## config.mk

```make
export PLATFORM = sky130hd
export DESIGN_NAME = dmem_copy_engine
export DESIGN_NICKNAME = d
export VERILOG_FILES = /design/src/rtl/dmem_pkg.sv /design/src/rtl/dmem_copy_engine.sv
export SDC_FILE = /design/constraint.sdc
export NUM_CORES = 1
export LEC_CHECK = 0
export CORE_ASPECT_RATIO = 1.5
export CORE_MARGIN = 2
export CORE_UTILIZATION = 51
export CTS_CLUSTER_SIZE = 28
export DETAILED_ROUTE_END_ITERATION = 10
export PLACE_DENSITY = 0.78
export SLEW_MARGIN = 20
export SYNTH_ARGS = -nofsm -noshare
export SYNTH_HDL_FRONTEND = slang
export SYNTH_SLANG_ARGS = --single-unit
```

## constraint.sdc

```tcl
create_clock -name clk -period 4.15 [get_ports clk]
set_input_delay 0.83 -clock clk [delete_from_list [all_inputs] [get_ports clk]]
set_output_delay 0.83 -clock clk [all_outputs]
set_load 0.01 [all_outputs]
```

## src/rtl/dmem_pkg.sv

```systemverilog
// Shared definitions for the data-memory copy engine, data memory and port mux.
package dmem_pkg;

  localparam int MEM_WORDS_DEF = 128;
  localparam int WORD_W        = 16;
  localparam int ADDR_W        = 16;

  typedef enum logic [2:0] {
    S_IDLE,
    S_CHECK,
    S_READ,
    S_WRITE,
    S_DONE
  } copy_state_e;

endpackage

```

## src/rtl/dmem_copy_engine.sv

```systemverilog
// Block-copy initiator for the single-port data memory with memmove semantics.
//
// state   | meaning
// --------+---------------------------------------------------------------
// S_IDLE  | waiting for start; latches src/dst/len and clears err
// S_CHECK | range check and copy-direction selection, no memory access
// S_READ  | read strobe at src+offset
// S_WRITE | write strobe at dst+offset with the returned read data
// S_DONE  | one-cycle completion pulse
module dmem_copy_engine
  import dmem_pkg::*;
#(
  parameter int MEM_WORDS = MEM_WORDS_DEF
) (
  input  logic              clk,
  input  logic              reset,
  input  logic              start,
  input  logic [ADDR_W-1:0] src,
  input  logic [ADDR_W-1:0] dst,
  input  logic [ADDR_W-1:0] len,
  output logic              busy,
  output logic              done,
  output logic              err,
  output logic [ADDR_W-1:0] mem_addr,
  output logic [WORD_W-1:0] mem_write_data,
  output logic              mem_write,
  output logic              mem_read,
  input  logic [WORD_W-1:0] mem_data_in
);

  localparam logic [ADDR_W:0] LIMIT = (ADDR_W+1)'(MEM_WORDS);

  copy_state_e       state_q, state_d;
  logic [ADDR_W-1:0] src_q, src_d;
  logic [ADDR_W-1:0] dst_q, dst_d;
  logic [ADDR_W-1:0] off_q, off_d;
  logic [ADDR_W-1:0] rem_q, rem_d;
  logic              bwd_q, bwd_d;
  logic              err_q, err_d;

  logic [ADDR_W:0]   src_end;
  logic [ADDR_W:0]   dst_end;
  logic              range_bad;
  logic              overlap_up;

  // Range and overlap checks on the latched request; 17-bit sums cannot wrap.
  always_comb begin
    src_end    = {1'b0, src_q} + {1'b0, rem_q};
    dst_end    = {1'b0, dst_q} + {1'b0, rem_q};
    range_bad  = (src_end > LIMIT) || (dst_end > LIMIT);
    overlap_up = (dst_q > src_q) && ({1'b0, dst_q} < src_end);
  end

  // Next-state, datapath updates and memory-port outputs.
  always_comb begin
    state_d        = state_q;
    src_d          = src_q;
    dst_d          = dst_q;
    off_d          = off_q;
    rem_d          = rem_q;
    bwd_d          = bwd_q;
    err_d          = err_q;
    mem_read       = 1'b0;
    mem_write      = 1'b0;
    mem_addr       = '0;
    mem_write_data = '0;
    case (state_q)
      S_IDLE: begin
        if (start) begin
          src_d   = src;
          dst_d   = dst;
          rem_d   = len;
          err_d   = 1'b0;
          state_d = S_CHECK;
        end
      end
      S_CHECK: begin
        if (range_bad) begin
          err_d   = 1'b1;
          state_d = S_DONE;
        end else if (rem_q == '0) begin
          state_d = S_DONE;
        end else begin
          // Destination above an overlapping source must be copied top-down.
          bwd_d   = overlap_up;
          off_d   = overlap_up ? rem_q - 1'b1 : '0;
          state_d = S_READ;
        end
      end
      S_READ: begin
        mem_read = 1'b1;
        mem_addr = src_q + off_q;
        state_d  = S_WRITE;
      end
      S_WRITE: begin
        mem_write      = 1'b1;
        mem_addr       = dst_q + off_q;
        mem_write_data = mem_data_in;
        if (rem_q == 16'd1) begin
          state_d = S_DONE;
        end else begin
          rem_d   = rem_q - 1'b1;
          off_d   = bwd_q ? off_q - 1'b1 : off_q + 1'b1;
          state_d = S_READ;
        end
      end
      S_DONE: state_d = S_IDLE;
      default: state_d = S_IDLE;
    endcase
  end

  // State and request registers with synchronous reset.
  always_ff @(posedge clk) begin
    if (reset) begin
      state_q <= S_IDLE;
      src_q   <= '0;
      dst_q   <= '0;
      off_q   <= '0;
      rem_q   <= '0;
      bwd_q   <= 1'b0;
      err_q   <= 1'b0;
    end else begin
      state_q <= state_d;
      src_q   <= src_d;
      dst_q   <= dst_d;
      off_q   <= off_d;
      rem_q   <= rem_d;
      bwd_q   <= bwd_d;
      err_q   <= err_d;
    end
  end

  assign busy = (state_q != S_IDLE);
  assign done = (state_q == S_DONE);
  assign err  = err_q;

endmodule

```

==> results of run 1 <==
==> worst register-to-register path, stage by stage, from the launching register on <==
cell,delay (ns)
sky130_fd_sc_hd__dfxtp_2,0.34
sky130_fd_sc_hd__ha_1,0.30
sky130_fd_sc_hd__a211oi_2,0.32
sky130_fd_sc_hd__o21ai_2,0.09
sky130_fd_sc_hd__a31o_4,0.28
sky130_fd_sc_hd__a21o_1,0.19
sky130_fd_sc_hd__a311oi_2,0.27
sky130_fd_sc_hd__ha_2,0.34
sky130_fd_sc_hd__o21ai_2,0.14
sky130_fd_sc_hd__a21oi_2,0.08
sky130_fd_sc_hd__buf_4,0.13
sky130_fd_sc_hd__o21ai_1,0.08
sky130_fd_sc_hd__o21ai_2,0.10
sky130_fd_sc_hd__a31oi_1,0.19
sky130_fd_sc_hd__and3_4,0.24
sky130_fd_sc_hd__o311ai_4,0.11
sky130_fd_sc_hd__buf_4,0.18
sky130_fd_sc_hd__buf_12,0.14
sky130_fd_sc_hd__o22ai_2,0.18
sky130_fd_sc_hd__a21oi_1,0.08
sky130_fd_sc_hd__a211oi_2,0.20
==> power groups by stage <==
| stage | sequential, mW | clock, mW | combinational, mW |
|---|---|---|---|
| after CTS | 0.742 | 0.802 | 0.892 |
| after detailed placement | 0.755 | 0 | 0.839 |
| final | 0.746 | 0.806 | 0.949 |
| after global routing | 0.746 | 0.825 | 1.02 |
| after global placement | 0.755 | 0 | 0.827 |
| after floorplan | 0.745 | 0 | 0.525 |
==> cells in the final DEF (no fill, tap or decap), types with 14 or more instances in the layout <==
| master | synthesis | routed |
|---|---|---|
| sky130_fd_sc_hd__inv_1 | 52 | 51 |
| sky130_fd_sc_hd__clkdlybuf4s50_1 | 0 | 91 |
| sky130_fd_sc_hd__nand3_1 | 24 | 24 |
| sky130_fd_sc_hd__and3_1 | 24 | 22 |
| sky130_fd_sc_hd__nor2_1 | 75 | 74 |
| sky130_fd_sc_hd__ha_1 | 92 | 88 |
| sky130_fd_sc_hd__nand2_1 | 148 | 147 |
| sky130_fd_sc_hd__o21ai_0 | 47 | 36 |
| sky130_fd_sc_hd__o211ai_1 | 14 | 14 |
| sky130_fd_sc_hd__buf_4 | 0 | 90 |
| sky130_fd_sc_hd__a211oi_2 | 11 | 14 |
| sky130_fd_sc_hd__dfxtp_1 | 69 | 65 |
| sky130_fd_sc_hd__xor2_1 | 30 | 30 |
| sky130_fd_sc_hd__a21oi_1 | 112 | 101 |
| sky130_fd_sc_hd__xnor2_1 | 27 | 27 |
| sky130_fd_sc_hd__a21o_1 | 18 | 18 |
| sky130_fd_sc_hd__nor3_1 | 27 | 26 |
==> routing by layer <==
| layer | up-vias | share of wire |
|---|---|---|
| met5 | - | 0 |
| met4 | 0 | 0.064 |
| met3 | 90 | 0.063 |
| met2 | 381 | 0.50 |
| met1 | 3873 | 0.37 |
| li1 | 3971 | - |
==> area by class of cell <==
class	instances	area, sq um
Multi-Input combinational cell	840	5880
Fill cell	1203	4610
Timing Repair Buffer	197	1770
Sequential cell	69	1390
Tap cell	196	245
Clock buffer	9	225
Inverter	52	198
Clock inverter	7	73.8
==> metrics by stage <==
stage	util	setup slack, ns	hold WS (ns)	total power, mW	TNS [ns]
global placement	0.633	-0.170	0.453	1.58	-1.73
finish	0.680	0.0604	0.465	2.50	0
floorplan	-	0.0160	0.453	1.27	0
CTS	0.665	0.00413	0.461	2.44	0
detailed placement	0.633	-0.303	0.452	1.59	-2.38
global route	0.680	-0.0998	0.489	2.60	-1.01
==> how the worst max path moves through the flow <==
stage	slack (ns)	endpoint	cells past startpoint
2_1_floorplan	0.02	mem_addr[14]	19
3_3_place_gp	-0.17	mem_addr[14]	18
3_5_place_dp	-0.30	mem_addr[14]	18
4_1_cts	0.004	mem_addr[14]	19
5_1_grt	-0.1	mem_addr[8]	20
6_report	0.06	mem_addr[10]	19
==> sequential cells by signal, indices dropped and copies added, names as in the netlist <==
register and cells:
rem_q 16, src_q 16, off_q 16, err 1, state_q 3, bwd_q 1, dst_q 16
==> cells by family (layout without fill, tap and decap cells) <==
logic type | count (synthesis) | count (layout) | share of synthesized area
AOI/OAI and AO/OA | 311 | 311 | 0.282
and+or+nand+nor | 372 | 372 | 0.240
buffers and inverters | 99 | 265 | 0.0535
DFF | 69 | 69 | 0.186
muxes | 4 | 4 | 0.00557
xor gates and xnor gates | 57 | 57 | 0.0673
adders and majority gates | 96 | 96 | 0.166
==> repair_timing <==
action	4_1_cts	5_1_grt
cloned	2	0
hold buffers	0	0
endpoints found under the setup margin	26	26
setup buffers	4	10
resized for setup	53	51
pin swaps	10	34
==> results by stage, run 1 <==
Pwr:
- The proportion of power drawn by flip-flops and latches is 0.298.
- The relative contribution of combinational cells to total power is 0.379.
- The switching power total is between 0.8 and 0.9 mW.
- The cell internal power dissipation is ~1.6 mW.
- The standby leakage power is between 4 and 5 nW.
- The switching share of power is 0.358.
- The share of total power dissipated in the clock network is 0.322.
- The worst-case IR drop observed on VDD is 0.192 mV.
- For this design the ratio of total power to cell area is 256 nW/um^2.

Timing:
- Setup violations remaining at the end of the flow were counted as 0.
- The number of hold violations in the final report came to 0.
- The worst clock skew is 0.0123 ns.
- Based on the critical path, the design can be clocked at up to between 0.2 and 0.25 GHz.
- The headroom to the max-slew limit is 0.434.
- In the finished design, the share of the clock period the worst path needs comes to 0.985.
- The count of pins over their slew limit is 0.
- Setup repair after global routing could not meet its margin everywhere.
- For the pin with the worst max-slew slack, the measured transition is between 0.8 and 0.9 ns.
- The clock period minus final worst setup slack is slightly above 4 ns.

Run status:
- The run finished with clean final reports.

GRT:
- After global routing, the most crowded layer is met2.
- The wire length of the first global-routing pass is 39.2 mm.
- In the global route stage, met2 resource usage came out at 0.583.
- The global routing usage on met3 is 0.0358.
- The number of antenna violations at the first check in global routing was 0.
- The largest net degree at the start of global routing is 36.
- The total global routing track utilization is 0.325.
- The via count of the first global-routing pass is approximately 7800.
- The global-route congestion overflow total is 0.
- For met1 alone, demand over resource in global routing was 0.362.

Final layout:
- After the flow finishes, the layout carries non-filler instances totaling 1370.
- After routing the design area is approximately 9800 sq um.
- The share of layout cells above drive strength 1 is 0.171.
- The number of inserted diodes is 0.
- After the last flow step, the layout net total stands at ~1300.
- The layout overhead on the synthesized area is 31.9%.

Hold path:
- The worst hold path passes through 2 cells.
- In this run the most critical hold path is launched from err.
- The hold path endpoint is err.
- The tightest min-delay check is of the flop to flop type.

Place:
- The cell area after placement is slightly above 9000 sq um.
- The weighted congestion reported at the end of routability-driven placement is 1.02.
- Input and output buffers added on the ports amount to 103.
- The sum of net half-perimeters after detailed placement is around 19 mm.
- The number of placed cells counting well taps is 1340.

Logic synthesis:
- The number of flops mapped to enable cells by yosys is 0.
- The share of Yosys cell area claimed by the top area cell type is 0.186.
- The mean instance size in the synthesized netlist is 7.36 sq um.
- The number of synthesized register bits is 69.
- The net count of the mapped netlist is approximately 1200.
- For this run, the number of Yosys warnings is 0.
- sky130_fd_sc_hd__dfxtp_1 takes more of the synthesized area than any other cell.
- The count of unique library cells instantiated by Yosys is between 70 and 80.
- By area the synthesized netlist is led by sky130_fd_sc_hd__dfxtp_1 19%, sky130_fd_sc_hd__ha_1 16%, sky130_fd_sc_hd__a21oi_1 7.6%.
- Synthesis handed over a netlist of 1008 instances.
- Summing every instance area after synthesis gives about 7400 sq um.
- In the synthesized netlist, the cells that appear most often are 148 x sky130_fd_sc_hd__nand2_1, 112 x sky130_fd_sc_hd__a21oi_1, 92 x sky130_fd_sc_hd__ha_1.
- For this run, asynchronously set or reset flops after synthesis account for 0.
- The share of the Yosys chip area taken by registers is 0.186.
- Among all flip-flop cells after synthesis, the most frequent one is sky130_fd_sc_hd__dfxtp_1.
- The most common cell in the synthesized netlist is sky130_fd_sc_hd__nand2_1.

Clock tree:
- The CTS tree is yes.
- The later pin in the worst-skew pair is clocked with a latency of 0.35 ns.
- The TritonCTS sink count is 69.
- The cell at the root of the clock tree is sky130_fd_sc_hd__clkbuf_16.
- In this run the deepest clock path goes through 2 buffers.
- After clock tree synthesis, the clock-pin slew on the worst setup and hold paths is 0.06 ns.
- The CTS buffer count is 9.
- The CTS H-tree depth is 3.

Floorplanning:
- The die outline height is roughly 150 um.
- The floorplan row count is between 50 and 60.
- The core footprint is roughly 14000 sq um.
- The initial core utilization is 0.515.
- The horizontal die dimension is ~100 um.
- The I/O pin count is 104.
- The total die area is 15500 sq um.

Routing:
- The iteration count of the initial detailed-routing pass is 5.
- In the routed layout, each cell is associated on average with a via count of 6.07.
- After the first detailed-routing iteration, the DRC count stood at slightly below 600.
- The total via count after detailed routing is 8315.
- The detailed-route wire length per cell is around 19 um.
- The detailed-route wire length is 25.6 mm.
- The antenna violation net count after detailed routing is 0.
- The DRC violations left is 0.

Critical path:
- The register-to-register setup slack is around 0.1 ns.
- The worst-path maximum fanout is 6.
- The largest delay contributor family on the critical path is simple AND/OR/NAND/NOR gates.
- The startpoint identified for the worst register-to-register timing path is src_q[1].
- The capturing point of the worst reg2reg path is off_q[9].
- The critical path goes through nor2b_4 > nand2_4 > inv_4 > nand2_1 > o21ai_2 > ha_1 > nor2b_2 > o21ai_2 > a21boi_1 > buf_4 > o21ai_4 > a21boi_2 > buf_4 > buf_4 > or2_2 > a21oi_2 > xor2_1 > nor2_1 > buf_2.
- STA puts the critical path data required time at between 3 and 4 ns.
- The worst setup path is of the flop to output pin kind.
- The worst setup path is launched from a flop.
- The peak per-stage delay on the critical path is approximately 0.33 ns.
- The category of the worst setup path capture point is an output pin.
- The critical path startpoint is state_q[1].
- The data arrival time of the critical path is about 3.3 ns.
- Measured in cells, the most critical reg-to-reg path has a length of 20.
- The buffering stage count on the worst path with inverters included is 5.
- Among the stages of the critical path, the cell type that occurs most often is sky130_fd_sc_hd__buf_4.
- The largest individual stage delay along the critical path comes from the cell sky130_fd_sc_hd__dfxtp_1.

Run:
- The number of maximum-capacitance constraint violations is 0.
Power figures use the tool's default switching activity.
==> inputs of run 2 (changes only) <==
- SETUP_SLACK_MARGIN: not set -> 0.3
==> run 2 against run 1 <==
  * Worst hold slack got worse by 0.0061 ns
  * Non-clock buffer count up 15
  * Sequential share of layout area fell by 0.43 points
  * Flip-flop and latch count unchanged
  * Core utilization rose by 2.5 points
  * Global-route usage is 1.4 points higher
  * Fmax rose by 3.1%
  * Clock skew down 0.0063 ns
  * Critical endpoint is now mem_addr[14]
  * Largest power group unchanged
==> results by stage, run 2 (synthesis results as in run 1) <==
Timing:
- The transition at the pin with the smallest max-transition slack is 1.08 ns (was 0.849 ns).
- The number of hold violations in the final report is 0 (unchanged).
- RSZ-0062 raised after global routing: true (unchanged).
- The count of pins over their slew limit is 0 (unchanged).
- The final total negative setup slack is 0 ns (unchanged).
- The clock period minus final worst setup slack is 3.97 ns (was 4.09 ns).
- The final cycle utilization of the critical path is 0.955 (was 0.985).
- The worst clock skew is 0.00594 ns (was 0.0123 ns).
- The final setup violation count came to 0 (unchanged).
- The maximum clock frequency is 0.252 GHz (was 0.245 GHz).
- The headroom to the max-slew limit is 0.259 (was 0.434).
- The worst-case setup margin in the final layout was 0.185 ns (was 0.0604 ns).

Place:
- The worst slack at placement is -0.0769 ns (was -0.303 ns).
- The sum of net half-perimeters after detailed placement is 19.7 mm (was 19.4 mm).
- The total of buffers placed on input and output ports is 103 (unchanged).
- The weighted congestion reported at the end of routability-driven placement came to 1.01 (was 1.02).
- The number of placed cells counting well taps was 1328 (was 1340).

Floorplanning:
- The initial core utilization is 0.515 (unchanged).
- The core footprint came to 14400 sq um (unchanged).
- The floorplan row count is 54 (unchanged).
- The I/O pin count was 104 (unchanged).
- The total die area is 15500 sq um (unchanged).
- The horizontal die dimension is 102 um (unchanged).
- The die outline height is 152 um (unchanged).

Routing:
- The total via count after detailed routing is 8523 (was 8315).
- The antenna violation net count after detailed routing is 0 (unchanged).
- The detailed-route wire length per cell is 19.8 um (was 18.7 um).
- The DRC violations left is 0 (unchanged).
- The iteration count of the initial detailed-routing pass is 5 (unchanged).
- The average via count per standard cell is 6.15 (was 6.07).
- The detailed-route wire length is 27.5 mm (was 25.6 mm).
- The violation count after the first detailed-route iteration is 671 (was 584).

Final layout:
- The final cell utilization of the core is 0.704 (was 0.680).
- The number of standard cells in the final layout excluding fillers is 1385 (was 1370).
- The number of inserted diodes is 0 (unchanged).
- The layout overhead on the synthesized area is 36.7% (was 31.9%).
- Most frequent cells in the layout: 145 x sky130_fd_sc_hd__nand2_1, 95 x sky130_fd_sc_hd__buf_4, 91 x sky130_fd_sc_hd__clkdlybuf4s50_1, 89 x sky130_fd_sc_hd__a21oi_1, 83 x sky130_fd_sc_hd__ha_1 (was 147 x sky130_fd_sc_hd__nand2_1, 101 x sky130_fd_sc_hd__a21oi_1, 91 x sky130_fd_sc_hd__clkdlybuf4s50_1, 90 x sky130_fd_sc_hd__buf_4, 88 x sky130_fd_sc_hd__ha_1).
- The share of layout cells above drive strength 1 came to 0.217 (was 0.171).
- The most common cell after layout, fill and taps aside is sky130_fd_sc_hd__nand2_1 (unchanged).
- The number of nets in the layout was 1347 (was 1332).

Clock tree:
- The cell at the root of the clock tree is sky130_fd_sc_hd__clkbuf_16 (unchanged).
- The CTS tree is yes (unchanged).
- The TritonCTS sink count is 69 (unchanged).
- The CTS H-tree depth is 3 (unchanged).
- The CTS clock-pin slew for the worst setup and hold paths was 0.06 ns (about the same).
- The maximum clock insertion buffer count was 2 (unchanged).
- The hold-fix buffer count after cts was 0 (unchanged).
- The clock insertion delay at the later pin of the skew report is 0.34 ns (was 0.35 ns).
- The CTS buffer count is 9 (unchanged).

Pwr:
- The total power per unit cell area is 253 nW/um^2 (was 256 nW/um^2).
- The standby leakage power is 4.30 nW (was 4.26 nW).
- The power consumption is 2.57 mW (was 2.50 mW).
- The peak ir drop on the vdd network is 0.188 mV (was 0.192 mV).

GRT:
- The total global routing track utilization came to 0.339 (was 0.325).
- The wire length of the first global-routing pass was 40.5 mm (was 39.2 mm).
- The via count of the first global-routing pass came to 7815 (was 7798).
- The number of antenna violations at the first check in global routing is 0 (unchanged).
- The largest net degree at the start of global routing is 37 (was 36).
- The global-route congestion overflow total is 0 (unchanged).

Critical path:
- The required time reported for the critical path endpoint is 3.32 ns (about the same).
- The startpoint type of the worst setup path is a flop (unchanged).
- The depth of the critical timing path with buffers and inverters included was 17 (was 19).
- The data arrival time of the critical path is 3.14 ns (was 3.26 ns).
- The capturing point of the worst reg2reg path was off_q[5] (was off_q[9]).
- The start of the worst register-to-register path was src_q[0] (was src_q[1]).
- The buffering stage count on the worst path with inverters included is 2 (was 5).
- The category of the most critical setup path is flop to output pin (unchanged).
- The register-to-register setup slack is 0.22 ns (was 0.10 ns).
- The largest delay contributor family on the critical path is compound AO/OA/AOI/OAI gates (was simple AND/OR/NAND/NOR gates).
- The library cell appearing most often on the critical path is sky130_fd_sc_hd__o21ai_2 (was sky130_fd_sc_hd__buf_4).
- The critical path startpoint was state_q[1] (unchanged).
- The peak per-stage delay on the critical path is 0.38 ns (was 0.33 ns).
- The worst-path maximum fanout is 5 (was 6).
- The category of the worst setup path capture point is an output pin (unchanged).
- The library cell contributing the largest single delay on the critical path is sky130_fd_sc_hd__fa_2 (was sky130_fd_sc_hd__dfxtp_1).
- The end point of the critical path is mem_addr[14] (was mem_addr[10]).
- The logic depth of the worst register-to-register path is 20 (unchanged).
- Chain of cells forming the critical path: nor2b_4 > nand2_4 > o21ai_2 > ha_2 > inv_2 > fa_2 > nor2b_4 > o21ai_2 > a21boi_2 > o21ai_2 > a21boi_2 > o21ai_2 > a21oi_2 > o41ai_2 > xor2_1 > nor2_1 > buf_2 (was nor2b_4 > nand2_4 > inv_4 > nand2_1 > o21ai_2 > ha_1 > nor2b_2 > o21ai_2 > a21boi_1 > buf_4 > o21ai_4 > a21boi_2 > buf_4 > buf_4 > or2_2 > a21oi_2 > xor2_1 > nor2_1 > buf_2).

Hold path:
- The hold path startpoint was err (unchanged).
- The classification of the worst-slack hold path is flop to flop (unchanged).

Run status:
- Status: finished, final reports clean (unchanged).

Run:
- The number of maximum-capacitance constraint violations came to 0 (unchanged).
-- run 2: changes by cell type in the layout (fill, tap and decap cells not counted), moves of 4 or more --
cell                      before  now
sky130_fd_sc_hd__dfxtp_1      65   61
sky130_fd_sc_hd__o22ai_4       0    7
sky130_fd_sc_hd__buf_4        90   95
sky130_fd_sc_hd__a21oi_1     101   89
sky130_fd_sc_hd__buf_2         4    8
sky130_fd_sc_hd__o22ai_1      10    2
sky130_fd_sc_hd__a21oi_2      13   24
sky130_fd_sc_hd__ha_1         88   83
sky130_fd_sc_hd__buf_6         0   12
-- run 2: how the worst min path moves through the flow --
stage | end | slack (ns) | cells past startpoint
global route | err | 0.50 | 2
floorplan | off_q[2] | 0.45 | 2
global placement | err | 0.44 | 2
detailed placement | err | 0.45 | 2
CTS | err | 0.46 | 2
finish | err | 0.46 | 2
-- run 2: area by class of cell --
class                      count  area, sq um
clock buffer                  10          229
clock inverter                 6         63.8
fill                        1112         4250
inverter                      52          198
multi-input combinational    840         6150
sequential                    69         1400
tap                          196          245
timing repair buffer         212         1850
-- run 2: layer usage --
metal,GRT usage,vias up,wire (um)
li1,-,3999,-
met1,0.383,3967,10300
met2,0.578,419,13200
met3,0.0482,138,1650
met4,0.238,0,2350
met5,0,-,0
-- run 2: worst register-to-register path: stages, from the launching register on --
cell and delay [ns]:
sky130_fd_sc_hd__dfxtp_4 0.37, sky130_fd_sc_hd__ha_4 0.14, sky130_fd_sc_hd__inv_1 0.06, sky130_fd_sc_hd__fa_2 0.36
sky130_fd_sc_hd__nand2b_4 0.15, sky130_fd_sc_hd__a211o_1 0.35, sky130_fd_sc_hd__a21oi_2 0.16, sky130_fd_sc_hd__nor3b_1 0.06
sky130_fd_sc_hd__buf_4 0.14, sky130_fd_sc_hd__ha_1 0.29, sky130_fd_sc_hd__o21ai_2 0.07, sky130_fd_sc_hd__a21oi_2 0.14
sky130_fd_sc_hd__nand3_1 0.11, sky130_fd_sc_hd__o21ai_2 0.14, sky130_fd_sc_hd__a31oi_1 0.10, sky130_fd_sc_hd__and3_4 0.22
sky130_fd_sc_hd__o311ai_4 0.36, sky130_fd_sc_hd__buf_6 0.24, sky130_fd_sc_hd__o22ai_2 0.12, sky130_fd_sc_hd__a21oi_2 0.14
sky130_fd_sc_hd__a211oi_2 0.05
-- run 2: power by group --
| part | switching, mW | internal [mW] | leakage [nW] | total (mW) |
|---|---|---|---|---|
| Combinational | 0.564 | 0.470 | 3.59 | 1.03 |
| Clock | 0.323 | 0.465 | 0.138 | 0.787 |
| Sequential | 0.0512 | 0.697 | 0.568 | 0.748 |
| Total | 0.938 | 1.63 | 4.30 | 2.57 |
-- run 2: repair_timing --
action                     4_1_cts  5_1_grt
setup endpoints to repair       28       28
setup buffers                   25       14
gates resized for setup         84       86
cloned                           1        1
pin swaps                       43       64
-- run 2: metrics by stage --
step	instance area [sq um]	hold slack [ns]
global placement	9020	0.445
floorplan	7480	0.453
CTS	9650	0.463
detailed placement	9020	0.454
global route	10100	0.496
finish	10100	0.459
==> inputs of run 3 (changes only) <==
- CORE_MARGIN: 2 -> 3
- SKIP_CTS_REPAIR_TIMING: not set -> 1
==> run 3 against run 2 <==
  * Cell area down 1.9%
  * Global-route usage shrank 3.0 points
  * Worst hold slack about the same
  * Die area grew 3.3%
  * Combinational power decreased by 5%
  * Non-clock buffer count fell by 24
  * Fmax about the same
  * Via count shrank 0.72%
  * Flip-flop and latch count did not move
  * Final cell count decreased by 2.1%
  * Setup slack better by 0.00051 ns
  * Largest cell class unchanged
==> results by stage, run 3 (synthesis results as in run 1) <==
Routing:
- The iteration count of the initial detailed-routing pass is 6 (was 5).
- The average via count per standard cell is 6.24 (was 6.15).
- The detailed-route wire length was 26.9 mm (was 27.5 mm).
- The antenna violation net count after detailed routing came to 0 (unchanged).
- The total via count after detailed routing is 8462 (was 8523).
- The detailed-route wire length per cell is 19.8 um (about the same).
- The DRC violations left is 0 (unchanged).
- The violation count after the first detailed-route iteration is 654 (was 671).

Timing:
- The clock period minus final worst setup slack is 3.96 ns (was 3.97 ns).
- The worst-case setup margin in the final layout is 0.185 ns (about the same).
- The number of hold violations in the final report is 0 (unchanged).
- The worst clock skew is 0.00977 ns (was 0.00594 ns).
- The final worst hold slack is 0.460 ns (was 0.459 ns).
- The final total negative setup slack is 0 ns (unchanged).
- The maximum clock frequency is 0.252 GHz (about the same).
- The final setup violation count is 0 (unchanged).
- The count of pins over their slew limit is 0 (unchanged).
- The transition at the pin with the smallest max-transition slack is 1.02 ns (was 1.08 ns).
- RSZ-0062 raised after global routing: true (unchanged).
- The final cycle utilization of the critical path is 0.955 (about the same).
- The headroom to the max-slew limit is 0.303 (was 0.259).

Clock tree:
- The CTS tree is yes (unchanged).
- The clock insertion delay at the later pin of the skew report was 0.35 ns (was 0.34 ns).
- The CTS H-tree depth is 3 (unchanged).
- The maximum clock insertion buffer count is 2 (unchanged).
- The cell at the root of the clock tree is sky130_fd_sc_hd__clkbuf_16 (unchanged).
- The CTS buffer count is 9 (unchanged).
- The TritonCTS sink count is 69 (unchanged).
- The CTS clock-pin slew for the worst setup and hold paths is 0.06 ns (about the same).

Floorplanning:
- The I/O pin count is 104 (unchanged).
- The horizontal die dimension came to 104 um (was 102 um).
- The floorplan row count is 53 (was 54).
- The die outline height is 154 um (was 152 um).
- The core footprint is 14100 sq um (was 14400 sq um).
- The initial core utilization came to 0.525 (was 0.515).
- The total die area is 16100 sq um (was 15500 sq um).

Critical path:
- The data arrival time of the critical path is 4.21 ns (was 3.14 ns).
- The worst-path maximum fanout is 7 (was 5).
- The library cell contributing the largest single delay on the critical path is sky130_fd_sc_hd__dfxtp_2 (was sky130_fd_sc_hd__fa_2).
- The category of the most critical setup path is flop to flop (was flop to output pin).
- The peak per-stage delay on the critical path is 0.39 ns (was 0.38 ns).
- The register-to-register setup slack is 0.19 ns (was 0.22 ns).
- The critical path startpoint is rem_q[1] (was state_q[1]).
- The required time reported for the critical path endpoint is 4.40 ns (was 3.32 ns).
- The library cell appearing most often on the critical path was sky130_fd_sc_hd__a221oi_2 (was sky130_fd_sc_hd__o21ai_2).
- The start of the worst register-to-register path is rem_q[1] (was src_q[0]).
- The category of the worst setup path capture point is a flop (was output pin).
- The startpoint type of the worst setup path is a flop (unchanged).
- Chain of cells forming the critical path: ha_4 > a211oi_4 > o21ai_2 > a31o_4 > buf_12 > a221oi_2 > xor2_1 > ha_1 > nand2_1 > a211oi_1 > a311o_1 > a221oi_4 > o311ai_4 > buf_6 > o32a_1 > a221oi_2 (was nor2b_4 > nand2_4 > o21ai_2 > ha_2 > inv_2 > fa_2 > nor2b_4 > o21ai_2 > a21boi_2 > o21ai_2 > a21boi_2 > o21ai_2 > a21oi_2 > o41ai_2 > xor2_1 > nor2_1 > buf_2).

Place:
- The total of buffers placed on input and output ports is 103 (unchanged).
- The worst slack at placement is -0.0183 ns (was -0.0769 ns).
- The weighted congestion reported at the end of routability-driven placement is 0.992 (was 1.01).
- The sum of net half-perimeters after detailed placement is 19.8 mm (was 19.7 mm).
- The number of placed cells counting well taps is 1322 (was 1328).

Pwr:
- The cell internal power dissipation is 1.62 mW (was 1.63 mW).
- The power share of the clock group is 0.317 (was 0.306).
- The switching share of power was 0.361 (was 0.365).
- The relative contribution of combinational cells to total power is 0.388 (was 0.403).
- The proportion of power drawn by flip-flops and latches is 0.295 (was 0.291).
- The peak ir drop on the vdd network is 0.175 mV (was 0.188 mV).
- The power consumption is 2.53 mW (was 2.57 mW).
- The total power per unit cell area is 255 nW/um^2 (was 253 nW/um^2).
- The standby leakage power came to 4.25 nW (was 4.30 nW).
- The switching power total is 0.915 mW (was 0.938 mW).

GRT:
- The number of antenna violations at the first check in global routing was 0 (unchanged).
- The total global routing track utilization is 0.309 (was 0.339).
- The via count of the first global-routing pass came to 7900 (was 7815).
- The wire length of the first global-routing pass came to 39.9 mm (was 40.5 mm).
- The largest net degree at the start of global routing is 38 (was 37).
- The global-route congestion overflow total is 0 (unchanged).

Final layout:
- The share of layout cells above drive strength 1 was 0.195 (was 0.217).
- The most common cell after layout, fill and taps aside is sky130_fd_sc_hd__nand2_1 (unchanged).
- Most frequent cells in the layout: 145 x sky130_fd_sc_hd__nand2_1, 91 x sky130_fd_sc_hd__clkdlybuf4s50_1, 90 x sky130_fd_sc_hd__a21oi_1, 84 x sky130_fd_sc_hd__ha_1, 74 x sky130_fd_sc_hd__buf_4 (was 145 x sky130_fd_sc_hd__nand2_1, 95 x sky130_fd_sc_hd__buf_4, 91 x sky130_fd_sc_hd__clkdlybuf4s50_1, 89 x sky130_fd_sc_hd__a21oi_1, 83 x sky130_fd_sc_hd__ha_1).
- The layout overhead on the synthesized area is 34.2% (was 36.7%).
- The number of nets in the layout is 1323 (was 1347).
- The number of standard cells in the final layout excluding fillers is 1356 (was 1385).
- The number of inserted diodes came to 0 (unchanged).

Run:
- The number of maximum-capacitance constraint violations came to 0 (unchanged).

Hold path:
- The classification of the worst-slack hold path is flop to flop (unchanged).
- The hold path startpoint is err (unchanged).

Run status:
- Status: finished, final reports clean (unchanged).
==> run 3: cell count changes in the layout (fill, tap and decap cells not counted), moves of 4 or more <==
cell	delta
sky130_fd_sc_hd__buf_4	-21
sky130_fd_sc_hd__buf_6	-8
sky130_fd_sc_hd__o22ai_2	+4
sky130_fd_sc_hd__o22ai_4	-4
==> run 3: final cells by class <==
class | count | area [sq um]
clock buffers | 11 | 243
well taps | 192 | 240
multi-input cells | 840 | 6080
clock inverters | 4 | 48.8
repair buffers | 188 | 1740
inverters | 52 | 198
flip-flops and latches | 69 | 1390
fillers | 1123 | 4180
==> run 3: worst paths after layout <==
path | cells after the start | end
min | 2 | err
max reg2reg | 16 | off_q[3]
max | 16 | off_q[3]
min reg2reg | 2 | err
==> run 3: critical path, delay by kind of cell, from the launching register on <==
kind	cells	cell delay, ns
AO/OA/AOI/OAI	10	2.32
adder cells (fa/ha/maj)	2	0.51
AND/OR/NAND/NOR	1	0.08
flip-flops	1	0.39
XOR/XNOR	1	0.24
buffers and inverters	2	0.32
==> run 3: through the flow <==
step                      utilization  cell area (sq um)
after floorplan                     -               7480
final                           0.704               9950
after detailed placement        0.639               9030
after global placement          0.639               9030
after CTS                       0.660               9320
after global routing            0.704               9950
==> run 3: per-layer routing <==
layer | track usage | share of wire | vias up
met1 | 0.338 | 0.36 | 3936
met2 | 0.541 | 0.49 | 427
met3 | 0.0462 | 0.067 | 137
met5 | 0 | 0 | -
li1 | - | - | 3962
met4 | 0.223 | 0.080 | 0
==> run 3: power by group through the flow <==
stage / Clock, mW / Combinational [mW] / Sequential, mW
floorplan: 0 / 0.526 / 0.745
global placement: 0 / 0.795 / 0.756
detailed placement: 0 / 0.809 / 0.756
CTS: 0.794 / 0.818 / 0.742
global route: 0.827 / 1.06 / 0.747
finish: 0.802 / 0.983 / 0.748
